**config.mk**
```make
export PLATFORM = sky130hd
export DESIGN_NAME = instr_fetch_unit
export DESIGN_NICKNAME = d
export VERILOG_FILES = /design/src/rtl/fetch_pkg.sv /design/src/rtl/fetch_pc_reg.sv /design/src/rtl/instr_fetch_unit.sv
export SDC_FILE = /design/constraint.sdc
export NUM_CORES = 1
export LEC_CHECK = 0
export BUFFER_PORTS_ARGS = -buffer_cell sky130_fd_sc_hd__buf_2
export CORE_MARGIN = 2
export CORE_UTILIZATION = 25
export DETAILED_ROUTE_END_ITERATION = 7
export GPL_ROUTABILITY_DRIVEN = 0
export MAX_ROUTING_LAYER = met4
export PLACE_DENSITY = 0.44
export RECOVER_POWER = 50
export SYNTH_ARGS = -nofsm -noshare
export SYNTH_HDL_FRONTEND = slang
export SYNTH_SLANG_ARGS = --single-unit
```
**constraint.sdc**
```tcl
create_clock -name clk_i -period 2.4 [get_ports clk_i]
set_clock_uncertainty 0.2 [all_clocks]
set_input_delay 0.12 -clock clk_i [delete_from_list [all_inputs] [get_ports clk_i]]
set_output_delay 0.12 -clock clk_i [all_outputs]
set_load 0.02 [all_outputs]
```
**src/rtl/fetch_pkg.sv**
```systemverilog
// Shared types and constants for the instruction fetch stage.
package fetch_pkg;

    typedef enum logic [2:0] {
        IDLE = 3'd0,
        REQ  = 3'd1,
        WAIT = 3'd2,
        HOLD = 3'd3,
        DROP = 3'd4
    } fetch_state_e;

    localparam logic [31:0] PC_STEP          = 32'd4;
    localparam logic [31:0] DEFAULT_RESET_PC = 32'h0000_0000;

endpackage

```
**src/rtl/fetch_pc_reg.sv**
```systemverilog
// Fetch PC register: hold, +4 advance (wrapping), aligned redirect load.
module fetch_pc_reg
    import fetch_pkg::*;
#(
    parameter int                ADDR_W   = 32,
    parameter logic [ADDR_W-1:0] RESET_PC = ADDR_W'(DEFAULT_RESET_PC)
) (
    input  logic              clk,
    input  logic              rst_n,
    input  logic              inc,
    input  logic              load,
    input  logic [ADDR_W-1:0] load_pc,
    output logic [ADDR_W-1:0] pc
);

    localparam logic [ADDR_W-1:0] ALIGN_MASK = ~ADDR_W'(3);
    localparam logic [ADDR_W-1:0] STEP       = ADDR_W'(PC_STEP);

    logic [ADDR_W-1:0] pc_reg;

    // Load wins over increment so a redirect always lands on its target.
    always_ff @(posedge clk or negedge rst_n) begin
        if (!rst_n) begin
            pc_reg <= RESET_PC;
        end else if (load) begin
            pc_reg <= load_pc & ALIGN_MASK;
        end else if (inc) begin
            pc_reg <= pc_reg + STEP;
        end
    end

    assign pc = pc_reg;

endmodule

```
**src/rtl/instr_fetch_unit.sv**
```systemverilog
// Instruction fetch stage: one outstanding word read, valid/ready to decode,
// branch redirect with cancellation of any stale in-flight response.
module instr_fetch_unit
    import fetch_pkg::*;
#(
    parameter int                ADDR_W   = 32,
    parameter logic [ADDR_W-1:0] RESET_PC = ADDR_W'(DEFAULT_RESET_PC)
) (
    input  logic              clk_i,
    input  logic              rst_i,
    output logic              imem_req_o,
    output logic [ADDR_W-1:0] imem_addr_o,
    input  logic              imem_gnt_i,
    input  logic              imem_rvalid_i,
    input  logic [31:0]       imem_rdata_i,
    output logic              instr_valid_o,
    input  logic              instr_ready_i,
    output logic [31:0]       instr_o,
    output logic [ADDR_W-1:0] pc_o,
    output logic [ADDR_W-1:0] pc_plus4_o,
    input  logic              redirect_i,
    input  logic [ADDR_W-1:0] redirect_pc_i
);

    localparam logic [ADDR_W-1:0] STEP = ADDR_W'(PC_STEP);

    fetch_state_e      state_reg, state_next;
    logic              pc_inc, pc_load, capture;
    logic [ADDR_W-1:0] fetch_pc;
    logic [31:0]       instr_reg;
    logic [ADDR_W-1:0] pc_reg, pc_plus4_reg;

    fetch_pc_reg #(
        .ADDR_W   (ADDR_W),
        .RESET_PC (RESET_PC)
    ) u_fetch_pc (
        .clk     (clk_i),
        .rst_n   (rst_i),
        .inc     (pc_inc),
        .load    (pc_load),
        .load_pc (redirect_pc_i),
        .pc      (fetch_pc)
    );

    always_ff @(posedge clk_i or negedge rst_i) begin
        if (!rst_i) begin
            state_reg <= IDLE;
        end else begin
            state_reg <= state_next;
        end
    end

    // Redirect dominates every non-IDLE state; a response granted before or
    // alongside a redirect is routed through DROP so it can never be shown.
    always_comb begin
        state_next = state_reg;
        pc_inc     = 1'b0;
        capture    = 1'b0;
        pc_load    = redirect_i && (state_reg != IDLE);
        case (state_reg)
            IDLE: state_next = REQ;
            REQ: begin
                if (imem_gnt_i) begin
                    state_next = redirect_i ? DROP : WAIT;
                end
            end
            WAIT: begin
                if (imem_rvalid_i) begin
                    state_next = redirect_i ? REQ : HOLD;
                    capture    = !redirect_i;
                    pc_inc     = !redirect_i;
                end else if (redirect_i) begin
                    state_next = DROP;
                end
            end
            HOLD: begin
                if (redirect_i || instr_ready_i) begin
                    state_next = REQ;
                end
            end
            DROP: begin
                if (imem_rvalid_i) begin
                    state_next = REQ;
                end
            end
            default: state_next = IDLE;
        endcase
    end

    always_ff @(posedge clk_i or negedge rst_i) begin
        if (!rst_i) begin
            instr_reg    <= '0;
            pc_reg       <= '0;
            pc_plus4_reg <= STEP;
        end else if (capture) begin
            instr_reg    <= imem_rdata_i;
            pc_reg       <= fetch_pc;
            pc_plus4_reg <= fetch_pc + STEP;
        end
    end

    assign imem_req_o    = (state_reg == REQ);
    assign imem_addr_o   = fetch_pc;
    assign instr_valid_o = (state_reg == HOLD);
    assign instr_o       = instr_reg;
    assign pc_o          = pc_reg;
    assign pc_plus4_o    = pc_plus4_reg;

endmodule

```
# [Word-level counts from Yosys, hierarchy flattened]
# Index checks and enable logic that the tools add are counted.
[word_totals] mem_bits_rw=0 output_inout_bits=130 rom_bits=0 reg_bits=131 word_cells=33 latchBits=0 n_memories=0 in_bits=70
[classes] n_mux=12 addsub=1 multipliers=0 eq_ne=8 n_div=0 order_cmp=0 n_bitwise=0 reduce_logical=7 n_shift=0
[ops] operator="2-to-1 mux 32 bit" n=2
[ops] operator="adder 32 x 3 -> 32 bit, second input constant" n=1
[ops] operator="2-to-1 mux 3 bit" n=6
[ops] operator="case mux 3 bit (5 select lines)" n=1
[ops] operator="== test 3 x 2 -> 1 bit, second input constant" n=2
[ops] operator="inequality test 2 x 1 -> 1 bit, second input constant" n=2
[ops] operator="AND reduction 4 bit" n=1
[ops] operator="== test 3 x 1 -> 1 bit, second input constant" n=1
[ops] operator="== test 3 bit, second input constant" n=1
[ops] operator="zero test 3 bit" n=1
[ops] operator="inequality test 3 bit, second input constant" n=1
[ops] operator="nonzero test 3 bit" n=1
[ops] operator="2-to-1 mux 1 bit" n=2
[ops] operator="2-to-1 mux 2 bit" n=1
[ops] operator="inequality test 2 bit, second input constant" n=1
[ops] operator="nonzero test 2 bit" n=1
[ops] operator="logical AND 1 bit" n=1
[ops] operator="zero test 1 bit" n=1
[ops] operator="logical OR 1 bit" n=1

# [Logic depth before layout (Yosys ltp)]
# Gate-level depths: netlist of the first run.
[logic_depth] depth_word=5 ltp_mapped=8 mapped_depth_nobuf=6

# [Hierarchy]
# From an unflattened synthesis of the first run, not the netlist that was laid out.
[unflattened] cells_unflattened=687 hier_area_um2=6087.1
[by_module_without_submodules] module="instr_fetch_unit" cells_each=489 n_inst=1 area_each_um2=4335.4
[by_module_without_submodules] module="fetch_pc_reg" cells_each=198 n_inst=1 area_each_um2=1751.7

# [Worst setup path before layout of the first run]
# No wires, ideal clock.
[synth_path] path_type="flip-flop to flip-flop" from="reg u_fetch_pc.pc_reg[10], in the netlist u_fetch_pc.pc[10]" to="reg pc_plus4_reg[27], in the netlist pc_plus4_o[27]" path_buffers=1 setup_ps=125 period_less_slack_ps=2091 path_stages_with_launch=7 path_slack_ps=309 arrival_time_ps=1766 required_ps=2075 path_cell_list="dfrtp_1 -> clkbuf_8 -> nand3_4 -> nor4_4 -> nand4_1 -> xnor2_1 -> mux2_2"
[synth_between] elab_chain_len=1
[synth_rtl] item="start, declared" line_no="fetch_pc_reg.sv:19" rtl="logic [ADDR_W-1:0] pc_reg;"
[synth_rtl] item="start signal, assigned" line_no="fetch_pc_reg.sv:26" rtl="pc_reg <= load_pc & ALIGN_MASK;"
[synth_rtl] item="start signal, assigned" line_no="fetch_pc_reg.sv:28" rtl="pc_reg <= pc_reg + STEP;"
[synth_rtl] item="adder 32 x 3 -> 32 bit" line_no="instr_fetch_unit.sv:98" rtl="pc_plus4_reg <= fetch_pc + STEP;"
[synth_rtl] item="end signal, assigned" line_no="instr_fetch_unit.sv:98"
[synth_rtl] item="end, declared" line_no="instr_fetch_unit.sv:31" rtl="logic [ADDR_W-1:0] pc_reg, pc_plus4_reg;"
# No other way between the ends.
# A chain may end at the register's enable or synchronous reset.

# [Worst setup path after layout of the first run]
[layout_path] from="reg u_fetch_pc.pc_reg[4], in the netlist u_fetch_pc.pc[4]" to="reg u_fetch_pc.pc_reg[11], in the netlist u_fetch_pc.pc[11]"
[layout_between] elab_chain_len=3
[layout_rtl] item="adder 32 x 3 -> 32 bit" line_no="fetch_pc_reg.sv:28"
[layout_rtl] item="2-to-1 mux 32 bit" line_no="fetch_pc_reg.sv:27" rtl="end else if (inc) begin"
[layout_rtl] item="2-to-1 mux 32 bit" line_no="fetch_pc_reg.sv:25" rtl="end else if (load) begin"
# No other way between the ends. The select of a mux whose other input is x is not followed.

==> impl_summary.txt, run 1 <==
----------------------------------------------------
[Setup path]
  Required time at the worst-slack endpoint ... 2490 ps
  Kind of critical path ... reg2reg
  Nature of the critical path endpoint ... flip-flop
  Critical path launch point type ... flip-flop
  R2R Setup Slk ... about 220 ps
  Data arrival time of the worst path ... about 2300 ps
  Largest fanout on the critical path ... 10

[Yosys]
  Warnings, synthesis ... 0
  Distinct cells, synth ... 50
  Most common library cells after synthesis ... nand2_1 (228), dfrtp_1 (124), o21ai_0 (37), clkbuf_1 (17)
  Gate Count Post-Synth ... 594
  Sequential-to-total area share from yosys stat ... 54.8%
  Number of synthesized flops with an enable pin ... 0
  Cell area after synthesis ... between 5000 and 6000 um2
  Mean area per synthesized cell ... roughly 9.6 um2
  Top-area cell type share of the netlist area ... 54.3%
  Area contributors post-synth ... dfrtp_1 (54%), nand2_1 (15%), o21ai_0 (3.2%), xnor2_1 (2.3%), xor2_1 (2.0%)
  Primary flip-flop cell chosen by synthesis mapping ... dfrtp_1
  Post-synthesis sequential element count ... approximately 130
  Count leader, synth ... nand2_1
  Cell taking the most area after synthesis ... dfrtp_1
  Proportion of synthesized flip-flops having asynchronous set or reset ... between 90% and 100%

[Routing]
  Count of routing violations after the opening detailed-route iteration ... approximately 260
  Antenna Violating Nets Remaining ... 0
  Total wire length after detailed routing ... 18.2 mm
  DRC violation count after routing ... 0
  Detailed-route vias per instance ... 4.45
  Total via count in the routed design ... 5153
  Routed wire per std cell ... around 16 um
  Number of detailed-routing iterations run before antenna repair ... 4

[STA]
  Pins over their slew limit ... 0
  Minimum period implied by the final worst setup slack ... 2180 ps
  Least-Margin Pin Slew ... 1360 ps
  Setup repair after global routing missed its margin ... no
  Setup TNS ... 0 ps
  Top achievable clock speed ... about 460 MHz
  Headroom to the max-slew limit ... 9.53%
  Final setup violation count ... 0
  Hold Slack ... 40.4 ps
  Final Hold Fails ... 0
  Final clock period utilization by the worst path ... about nine tenths

[CTS]
  Number of buffers created by CTS ... 17
  Clock latency on the worst-skew pair ... ~420 ps
  Total clock sinks ... 125
  Post CTS Setup Buffer Count ... 0
  Count of cells resized by post-cts repair ... 0
  Cell chosen for the clock root ... clkbuf_16
  CTS Hold Bufs ... 67
  Depth of the CTS H-tree ... 4
  Worst-path clk slew ... 60 ps
  Clock tree from TritonCTS ... done
  Maximum root-to-sink buffer count ... 2

[Place]
  Placed instance area ... 7000 um2
  HPWL Detailed ... 12.5 mm
  Quantity of I/O buffers inserted on ports ... 191

[Power]
  Standby leakage power ... between 4 and 5 nW
  Total power divided by cell area ... 1250 nW/um2
  Gate power share ... 38.8%
  Cell-internal power ... 5.91 mW
  Part of the total power dissipated in the clock network ... 25.2%
  Net switching component of the power ... 4.28 mW
  Switching part of the total ... a little over two fifths
  Part of the power in registers ... around 36%
  Maximum vdd drop ... 0.535 mV

[Global route]
  Pin count of the biggest net entering global routing ... just over 50
  Vias in the first global route ... between 5000 and 6000
  GR Util All Layers ... 15.8%
  Wire length of the first global-routing pass ... 28.7 mm
  Initial antenna violation count ... 0
  GR Overflow Total ... 0

[Cells and area]
  Layout Area Growth over Synthesis ... 42.9%
  Net count, final ... 931
  Flip-flop count of the largest register after layout ... 32
  Antenna diode count ... 0
  Post-route standard cell area excluding fillers ... 8170 um2
  Fraction of final layout cells with drive strength greater than 1 ... 24.2%

[Die]
  Vertical extent of the die ... ~160 um
  Die width ... 155 um
  Core area ... 22500 um2
  Starting density of the core ... 25.4%
  Io pins ... 200
  Area of the die ... roughly 24000 um2
  Num rows ... 55

[Min path]
  Kind of path behind the tightest hold check ... in2reg

[Run status]
  Result of the run ... finished clean

[Flow run]
  Number of maximum-capacitance constraint violations ... 0

----------------------------------------------------
-- layout by cell type, fill, tap and decap left out, types with 3 or more instances in the layout --
master         count
nand2_1          227
buf_2            128
dfrtp_1          124
dlygate4sd3_1     67
clkbuf_1          63
o21ai_0           37
buf_4             26
clkbuf_16         17
xnor2_1           15
nand4_1           14
xor2_1            13
a22oi_1           11
nor2_1            10
nand3_1           10
a21o_1            10
a221o_1            9
mux2_2             7
a22o_1             7
and3_1             6
conb_1             6
nor4_1             4
nor3b_1            4
o311ai_0           4
clkinvlp_4         4
o21ai_1            3
clkinv_2           3
inv_6              3
clkbuf_2           3
-- routing by layer --
metal | track usage [%] | up-vias | share of wire, %
li1 | - | 2517 | -
met1 | 21.0 | 2455 | 47
met2 | 23.0 | 158 | 45
met3 | 4.79 | 23 | 6.1
met4 | 5.07 | 0 | 1.8
met5 | - | - | 0
-- power by group through the flow --
stage | combinational [mW] | clock [mW] | sequential, mW
6_report | 3.95 | 2.57 | 3.66
5_1_grt | 4.35 | 2.75 | 3.79
4_1_cts | 4.11 | 2.66 | 3.66
3_5_place_dp | 4.01 | 0 | 3.68
3_3_place_gp | 4.01 | 0 | 3.67
2_1_floorplan | 1.67 | 0 | 4.53
-- worst max-delay path, cell delays in order (launching register included) --
cell     delay, ps
dfrtp_1        560
nand3_2        260
nor2_4         300
nand4_1        220
a21o_1         220
a221o_1        280
-- through the flow --
step	util, %	instances	worst slack [ps]	total power [mW]
2_1_floorplan	-	599	309	6.19
3_3_place_gp	31.1	1059	230	7.68
3_5_place_dp	31.1	1059	234	7.69
4_1_cts	36.7	1158	224	10.4
5_1_grt	36.3	1158	27.2	10.9
6_report	36.3	1158	222	10.2
-- cell type report --
type | instances | area (um2)
Multi-Input combinational cell | 428 | 2300
Fill cell | 2365 | 14300
Clock buffer | 19 | 443
Sequential cell | 125 | 3130
Clock inverter | 13 | 140
Timing Repair Buffer | 288 | 1790
Tap cell | 285 | 357
-- cells by family (layout without fill, tap and decap cells) --
group / Yosys count / in the layout / synth area share, %
AO/OA/AOI/OAI: 91 / 91 / 10.9
XOR/XNOR: 28 / 28 / 4.29
adder cells (fa/ha/maj): 1 / 1 / 0.219
buffers and inverters: 46 / 320 / 5.43
flip-flops: 125 / 125 / 54.8
multiplexers: 7 / 7 / 1.38
other: 1 / 6 / 0.0656
AND/OR/NAND/NOR: 295 / 295 / 23.0
-- final timing paths --
path                                   from                 to  cells past startpoint
hold / removal                   imem_gnt_i       state_reg[0]                      4
min in group asynchronous             rst_i           pc_o[29]                      2
setup reg to reg           u_fetch_pc.pc[4]  u_fetch_pc.pc[11]                      5
hold reg to reg                 instr_o[10]        instr_o[10]                      2
setup / recovery           u_fetch_pc.pc[4]  u_fetch_pc.pc[11]                      5
max in group asynchronous             rst_i     pc_plus4_o[27]                      3
Note: power is estimated with default switching activity, not from simulation.
==> inputs of run 2 (changes only) <==
ABC_AREA = 1   (was default)
==> impl_summary.txt, run 2 <==
----------------------------------------------------
[Min path]
  Min-Delay Path Depth ... 7
  Worst Hold Launch ... instr_ready_i
  Destination of the worst hold path ... state_reg[0]
  Kind of path behind the tightest hold check ... in2reg

[Die]
  Die width ... 155 um
  Core area ... 22500 um2
  Starting density of the core ... 25.3%
  Area of the die ... ~24000 um2
  Num rows ... 55
  Vertical extent of the die ... 155 um
  Io pins ... 200

[Setup path]
  Worst reg-to-reg path cell count ... 7
  R2R Setup Slk ... approximately 360 ps
  Nature of the critical path endpoint ... flip-flop
  Most prevalent standard cell on the critical path ... nand2_1
  Count of buffer and inverter cells on the critical path ... 1
  Launch point of the worst reg-to-reg path ... state_reg[0]
  Data arrival time of the worst path ... between 2000 and 2500 ps
  Critical path launch point type ... flip-flop
  Kind of critical path ... reg2reg
  Worst path cell trace ... nand3_1 -> or2_2 -> nand2_1 -> nor2_1 -> nand2_1 -> nand2_1 -> dlygate4sd3_1
  Gate family responsible for the most delay along the worst path ... simple AND/OR/NAND/NOR gates
  FF-to-FF End ... state_reg[2]
  Required time at the worst-slack endpoint ... 2500 ps
  Slowest stage cell on the critical path ... dlygate4sd3_1
  Largest fanout on the critical path ... 6
  Peak per-stage delay on the critical path ... 540 ps

[Yosys]
  Number of synthesized flops with an enable pin ... 0
  Sequential-to-total area share from yosys stat ... 55.1%
  Mean area per synthesized cell ... ~8 um2
  Post-synthesis sequential element count ... 125
  Proportion of synthesized flip-flops having asynchronous set or reset ... 100%
  Gate Count Post-Synth ... about 730
  Primary flip-flop cell chosen by synthesis mapping ... dfrtp_1
  Cell taking the most area after synthesis ... dfrtp_1
  Warnings, synthesis ... 0
  Area contributors post-synth ... dfrtp_1 (55%), nand2_1 (23%), nand3_1 (4.6%), o21ai_0 (4.2%), inv_1 (3.6%)
  Cell area after synthesis ... 5680 um2
  Most common library cells after synthesis ... nand2_1 (342), dfrtp_1 (124), inv_1 (54), nand3_1 (52), o21ai_0 (48)
  Distinct cells, synth ... 27
  Top-area cell type share of the netlist area ... approximately 55%
  Count leader, synth ... nand2_1

[Global route]
  GR Overflow Total ... 0
  Most utilized layer in the global route result ... met2
  GR Util All Layers ... 16.5%
  Wire length of the first global-routing pass ... 29.7 mm
  Vias in the first global route ... 5353
  Met1 Usage GRT ... 22.8%
  Routing usage on met3 ... 3.61%
  Global-route track usage on met2 ... 24.3%
  Pin count of the biggest net entering global routing ... 54
  Initial antenna violation count ... 1

[Routing]
  Routed wire per std cell ... 14.6 um
  Total via count in the routed design ... 5503
  Detailed-route vias per instance ... around 4.3
  Number of detailed-routing iterations run before antenna repair ... 4
  Total wire length after detailed routing ... 18.8 mm
  DRC violation count after routing ... 0
  Antenna Violating Nets Remaining ... 0
  Count of routing violations after the opening detailed-route iteration ... between 300 and 400

[CTS]
  Number of buffers created by CTS ... 17
  Post CTS Setup Buffer Count ... 0
  Total clock sinks ... around 130
  Clock tree from TritonCTS ... done
  Worst-path clk slew ... 60 ps
  Clock latency on the worst-skew pair ... 420 ps
  Depth of the CTS H-tree ... 4
  Cell chosen for the clock root ... clkbuf_16
  Maximum root-to-sink buffer count ... 2
  Count of cells resized by post-cts repair ... 0

[Cells and area]
  Final-layout fill cell count ... 2435
  Number of standard cells in the layout, taps in and fillers out ... ~1300
  Fraction of final layout cells with drive strength greater than 1 ... 18.7%
  Flip-flop count of the largest register after layout ... 32
  Most frequent cells in the layout ... nand2_1 (342), buf_2 (128), dfrtp_1 (124)
  Most common cell after layout, fill and taps aside ... nand2_1
  Net count, final ... 1064
  Layout Area Growth over Synthesis ... 43.4%
  Post-route standard cell area excluding fillers ... roughly 8000 um2

[STA]
  Final clock period utilization by the worst path ... a little under nine tenths
  Final setup violation count ... 0
  Headroom to the max-slew limit ... between 20% and 30%
  Setup repair after global routing missed its margin ... no
  Hold Slack ... 35.1 ps
  Least-Margin Pin Slew ... roughly 1100 ps
  Final Hold Fails ... 0
  Pins over their slew limit ... 0
  Setup TNS ... 0 ps
  Minimum period implied by the final worst setup slack ... ~2000 ps
  Top achievable clock speed ... 489 MHz

[Place]
  Placed instance area ... 6980 um2
  Post-Place Cells ... 1190
  HPWL Detailed ... around 13 mm
  Quantity of I/O buffers inserted on ports ... 191

[Power]
  Total power of the final layout ... 10.9 mW
  Maximum vdd drop ... roughly 0.56 mV
  Total power divided by cell area ... 1340 nW/um2
  Standby leakage power ... 4.23 nW

[Flow run]
  Number of maximum-capacitance constraint violations ... 0

[Run status]
  Result of the run ... finished clean

----------------------------------------------------
-- run 2: area by class of cell --
| type | instances | area (um2) | share of cell area [%] |
|---|---|---|---|
| sequential | 125 | 3130 | 38.4 |
| multi-input combinational | 518 | 2190 | 26.9 |
| timing repair buffer | 273 | 1680 | 20.6 |
| clock buffer | 21 | 460 | 5.65 |
| tap | 285 | 357 | 4.37 |
| inverter | 58 | 218 | 2.67 |
| clock inverter | 11 | 118 | 1.44 |
| antenna | 1 | 2.50 | 0.0307 |
-- run 2: how the worst max path moves through the flow --
stage	startpoint	endpoint	depth (start not counted)
after floorplan	u_fetch_pc.pc[3]	pc_plus4_o[22]	8
after global placement	state_reg[2]	u_fetch_pc.pc[4]	9
after detailed placement	state_reg[2]	u_fetch_pc.pc[4]	9
after CTS	state_reg[0]	state_reg[2]	7
after global routing	u_fetch_pc.pc[3]	u_fetch_pc.pc[20]	9
final	state_reg[0]	state_reg[2]	7
-- run 2: timing repair --
item                                    CTS  global route
hold buffers                             69             0
endpoints found under the setup margin    0             0
endpoints found under the hold margin   190             0
-- run 2: power by group --
part,internal (mW),switching [mW]
logic,1.38,3.01
clock network,1.58,0.989
registers,3.11,0.812
-- run 2: metal layers --
layer / wire, um / vias up / share of wire (%)
li1: - / 2763 / -
met1: 9330 / 2579 / 49
met2: 8420 / 151 / 45
met3: 887 / 10 / 4.7
met4: 214 / 0 / 1.1
met5: 0 / - / 0
-- run 2: worst reg2reg max path, cell delays in order, from the launching register on --
cell,delay (ps)
dfrtp_1,460
nand3_1,170
or2_2,320
nand2_1,60
nor2_1,80
nand2_1,60
nand2_1,40
dlygate4sd3_1,540
-- run 2: cells by family (layout without fill, tap and decap cells) --
| logic type | after synthesis | in the layout | synth area share, % |
|---|---|---|---|
| other | 1 | 7 | 0.0660 |
| AO/OA/AOI/OAI | 55 | 55 | 5.06 |
| buffers and inverters | 89 | 363 | 7.00 |
| AND/OR/NAND/NOR | 450 | 450 | 31.7 |
| flip-flops | 125 | 125 | 55.1 |
| adder cells (fa/ha/maj) | 1 | 1 | 0.220 |
| XOR/XNOR | 6 | 6 | 0.925 |
-- run 2: metrics by stage --
| step | util [%] | worst slack (ps) |
|---|---|---|
| 3_5_place_dp | 31.0 | 429 |
| 5_1_grt | 36.2 | 218 |
| 4_1_cts | 36.7 | 377 |
| 3_3_place_gp | 31.0 | 431 |
| 6_report | 36.2 | 355 |
| 2_1_floorplan | - | 649 |
==> inputs of run 3 (changes only) <==
--- a/config.mk
+++ b/config.mk
@@ -8,4 +8,5 @@
 export ABC_AREA = 1
 export BUFFER_PORTS_ARGS = -buffer_cell sky130_fd_sc_hd__buf_2
+export CORE_ASPECT_RATIO = 0.7
 export CORE_MARGIN = 2
 export CORE_UTILIZATION = 25
--- a/constraint.sdc
+++ b/constraint.sdc
@@ -3,3 +3,3 @@
 set_input_delay 0.12 -clock clk_i [delete_from_list [all_inputs] [get_ports clk_i]]
 set_output_delay 0.12 -clock clk_i [all_outputs]
-set_load 0.02 [all_outputs]
+set_load 0.1 [all_outputs]
==> impl_summary.txt, run 3 (synthesis gave the netlist of run 2 again) <==
----------------------------------------------------
[Run status]
  Result of the run ... finished with violations
  Violated checks ... capacitance limit, slew limit

[Routing]
  Detailed-route vias per instance ... ~4.1
  Routed wire per std cell ... 14.3 um
  Antenna Violating Nets Remaining ... 0
  Count of routing violations after the opening detailed-route iteration ... 291
  Total wire length after detailed routing ... 18.8 mm
  Total via count in the routed design ... 5430
  Number of detailed-routing iterations run before antenna repair ... 5
  DRC violation count after routing ... 0

[CTS]
  Cell chosen for the clock root ... clkbuf_16
  Count of cells resized by post-cts repair ... 0
  Worst-path clk slew ... ~70 ps
  Number of buffers created by CTS ... 17
  Maximum root-to-sink buffer count ... 2
  Clock tree from TritonCTS ... done
  Total clock sinks ... 125
  Post CTS Setup Buffer Count ... 0
  Clock latency on the worst-skew pair ... 420 ps
  Depth of the CTS H-tree ... 4

[Place]
  HPWL Detailed ... 13.4 mm
  Quantity of I/O buffers inserted on ports ... 191

[Global route]
  Wire length of the first global-routing pass ... 29.6 mm
  Initial antenna violation count ... 0
  Met1 Usage GRT ... 23.9%
  GR Util All Layers ... about 17%
  Most utilized layer in the global route result ... met1
  Routing usage on met3 ... 4.97%
  Pin count of the biggest net entering global routing ... 82
  GR Overflow Total ... 0
  Vias in the first global route ... between 5000 and 6000
  Global-route track usage on met2 ... 22.9%

[STA]
  Final Hold Fails ... 0
  Pins over their slew limit ... between 50 and 60
  Setup TNS ... 0 ps
  Minimum period implied by the final worst setup slack ... 2050 ps
  Final clock period utilization by the worst path ... roughly 85%
  Setup repair after global routing missed its margin ... no
  Headroom to the max-slew limit ... -9.83%
  Top achievable clock speed ... 487 MHz
  Final setup violation count ... 0
  Least-Margin Pin Slew ... 1650 ps

[Die]
  Core area ... about 23000 um2
  Die width ... 184 um
  Starting density of the core ... 25.3%
  Num rows ... 46
  Area of the die ... 24000 um2
  Vertical extent of the die ... roughly 130 um
  Io pins ... 200

[Setup path]
  Critical path launch point ... u_fetch_pc.pc[3]
  Kind of critical path ... reg2reg
  Data arrival time of the worst path ... 2150 ps
  FF-to-FF End ... u_fetch_pc.pc[12]
  Launch point of the worst reg-to-reg path ... u_fetch_pc.pc[3]
  R2R Setup Slk ... about 350 ps
  Capture point of the worst path ... u_fetch_pc.pc[12]
  Largest fanout on the critical path ... 7
  Worst reg-to-reg path cell count ... 8
  Required time at the worst-slack endpoint ... between 2000 and 3000 ps
  Critical path launch point type ... flip-flop
  Nature of the critical path endpoint ... flip-flop

[Cells and area]
  Most common cell after layout, fill and taps aside ... nand2_1
  Net count, final ... 1062
  Register area ... 3130 um2
  Final-layout fill cell count ... 2424
  Flip-flop count of the largest register after layout ... 32
  Most frequent cells in the layout ... nand2_1 (342), buf_2 (128), dfrtp_1 (124)
  Layout Area Growth over Synthesis ... 45.0%
  Antenna diode count ... 0
  Area occupied by multi-input gates ... 2190 um2
  Fraction of final layout cells with drive strength greater than 1 ... between 10% and 20%

[Min path]
  Kind of path behind the tightest hold check ... in2reg

[Flow run]
  Number of maximum-capacitance constraint violations ... 1

----------------------------------------------------
run 3: what timing repair did:
item / 4_1_cts / 5_1_grt
setup endpoints to repair: 0 / 0
hold endpoints to repair: 171 / 0
hold buffers: 69 / 0
run 3: per-stage QoR:
step | instances | worst slack, ps | hold WS (ps) | utilization [%] | area [um2]
final | 1316 | 349 | 232 | 36.6 | 8240
after global routing | 1316 | 166 | 217 | 36.6 | 8240
after CTS | 1316 | 361 | 83.6 | 37.0 | 8330
after detailed placement | 1215 | 376 | -42.6 | 31.3 | 7040
after global placement | 1215 | 408 | -44.8 | 31.3 | 7040
after floorplan | 732 | 6.09 | -376 | - | 5700
run 3: area by class of cell:
class	instances	area share, %
inverter	58	2.64
clock inverter	15	2.11
tap	312	4.74
clock buffer	17	5.16
multi-input combinational	518	26.6
sequential	125	38.0
timing repair buffer	271	20.8
run 3: layer usage:
metal	vias up	share of wire [%]
met4	0	0.35
met2	140	41
met3	7	6.2
li1	2771	-
met1	2512	52
met5	-	0
run 3: worst min path at each step:
| stage | startpoint | to | slack [ps] | cells after the start |
|---|---|---|---|---|
| final | imem_rdata_i[22] | instr_o[22] | 230 | 4 |
| after global routing | imem_rdata_i[22] | instr_o[22] | 220 | 4 |
| after CTS | rst_i | pc_o[22] | 80 | 2 |
| after detailed placement | rst_i | pc_o[22] | -40 | 1 |
| after global placement | rst_i | pc_o[22] | -40 | 1 |
| after floorplan | rst_i | instr_o[0] | -380 | 0 |
run 3: critical path, cell delays in order, from the launching register on:
cell	delay, ps
dfrtp_1	410
ha_1	180
nand2_1	80
nor2_2	180
nand2_2	190
nor2_2	350
nand2_1	100
nand3_1	160
nand3_1	80
Power of run 3 is left out: the tool's default activity adds up to more than one toggle a clock period on the data nets, which glitch-free logic cannot reach.
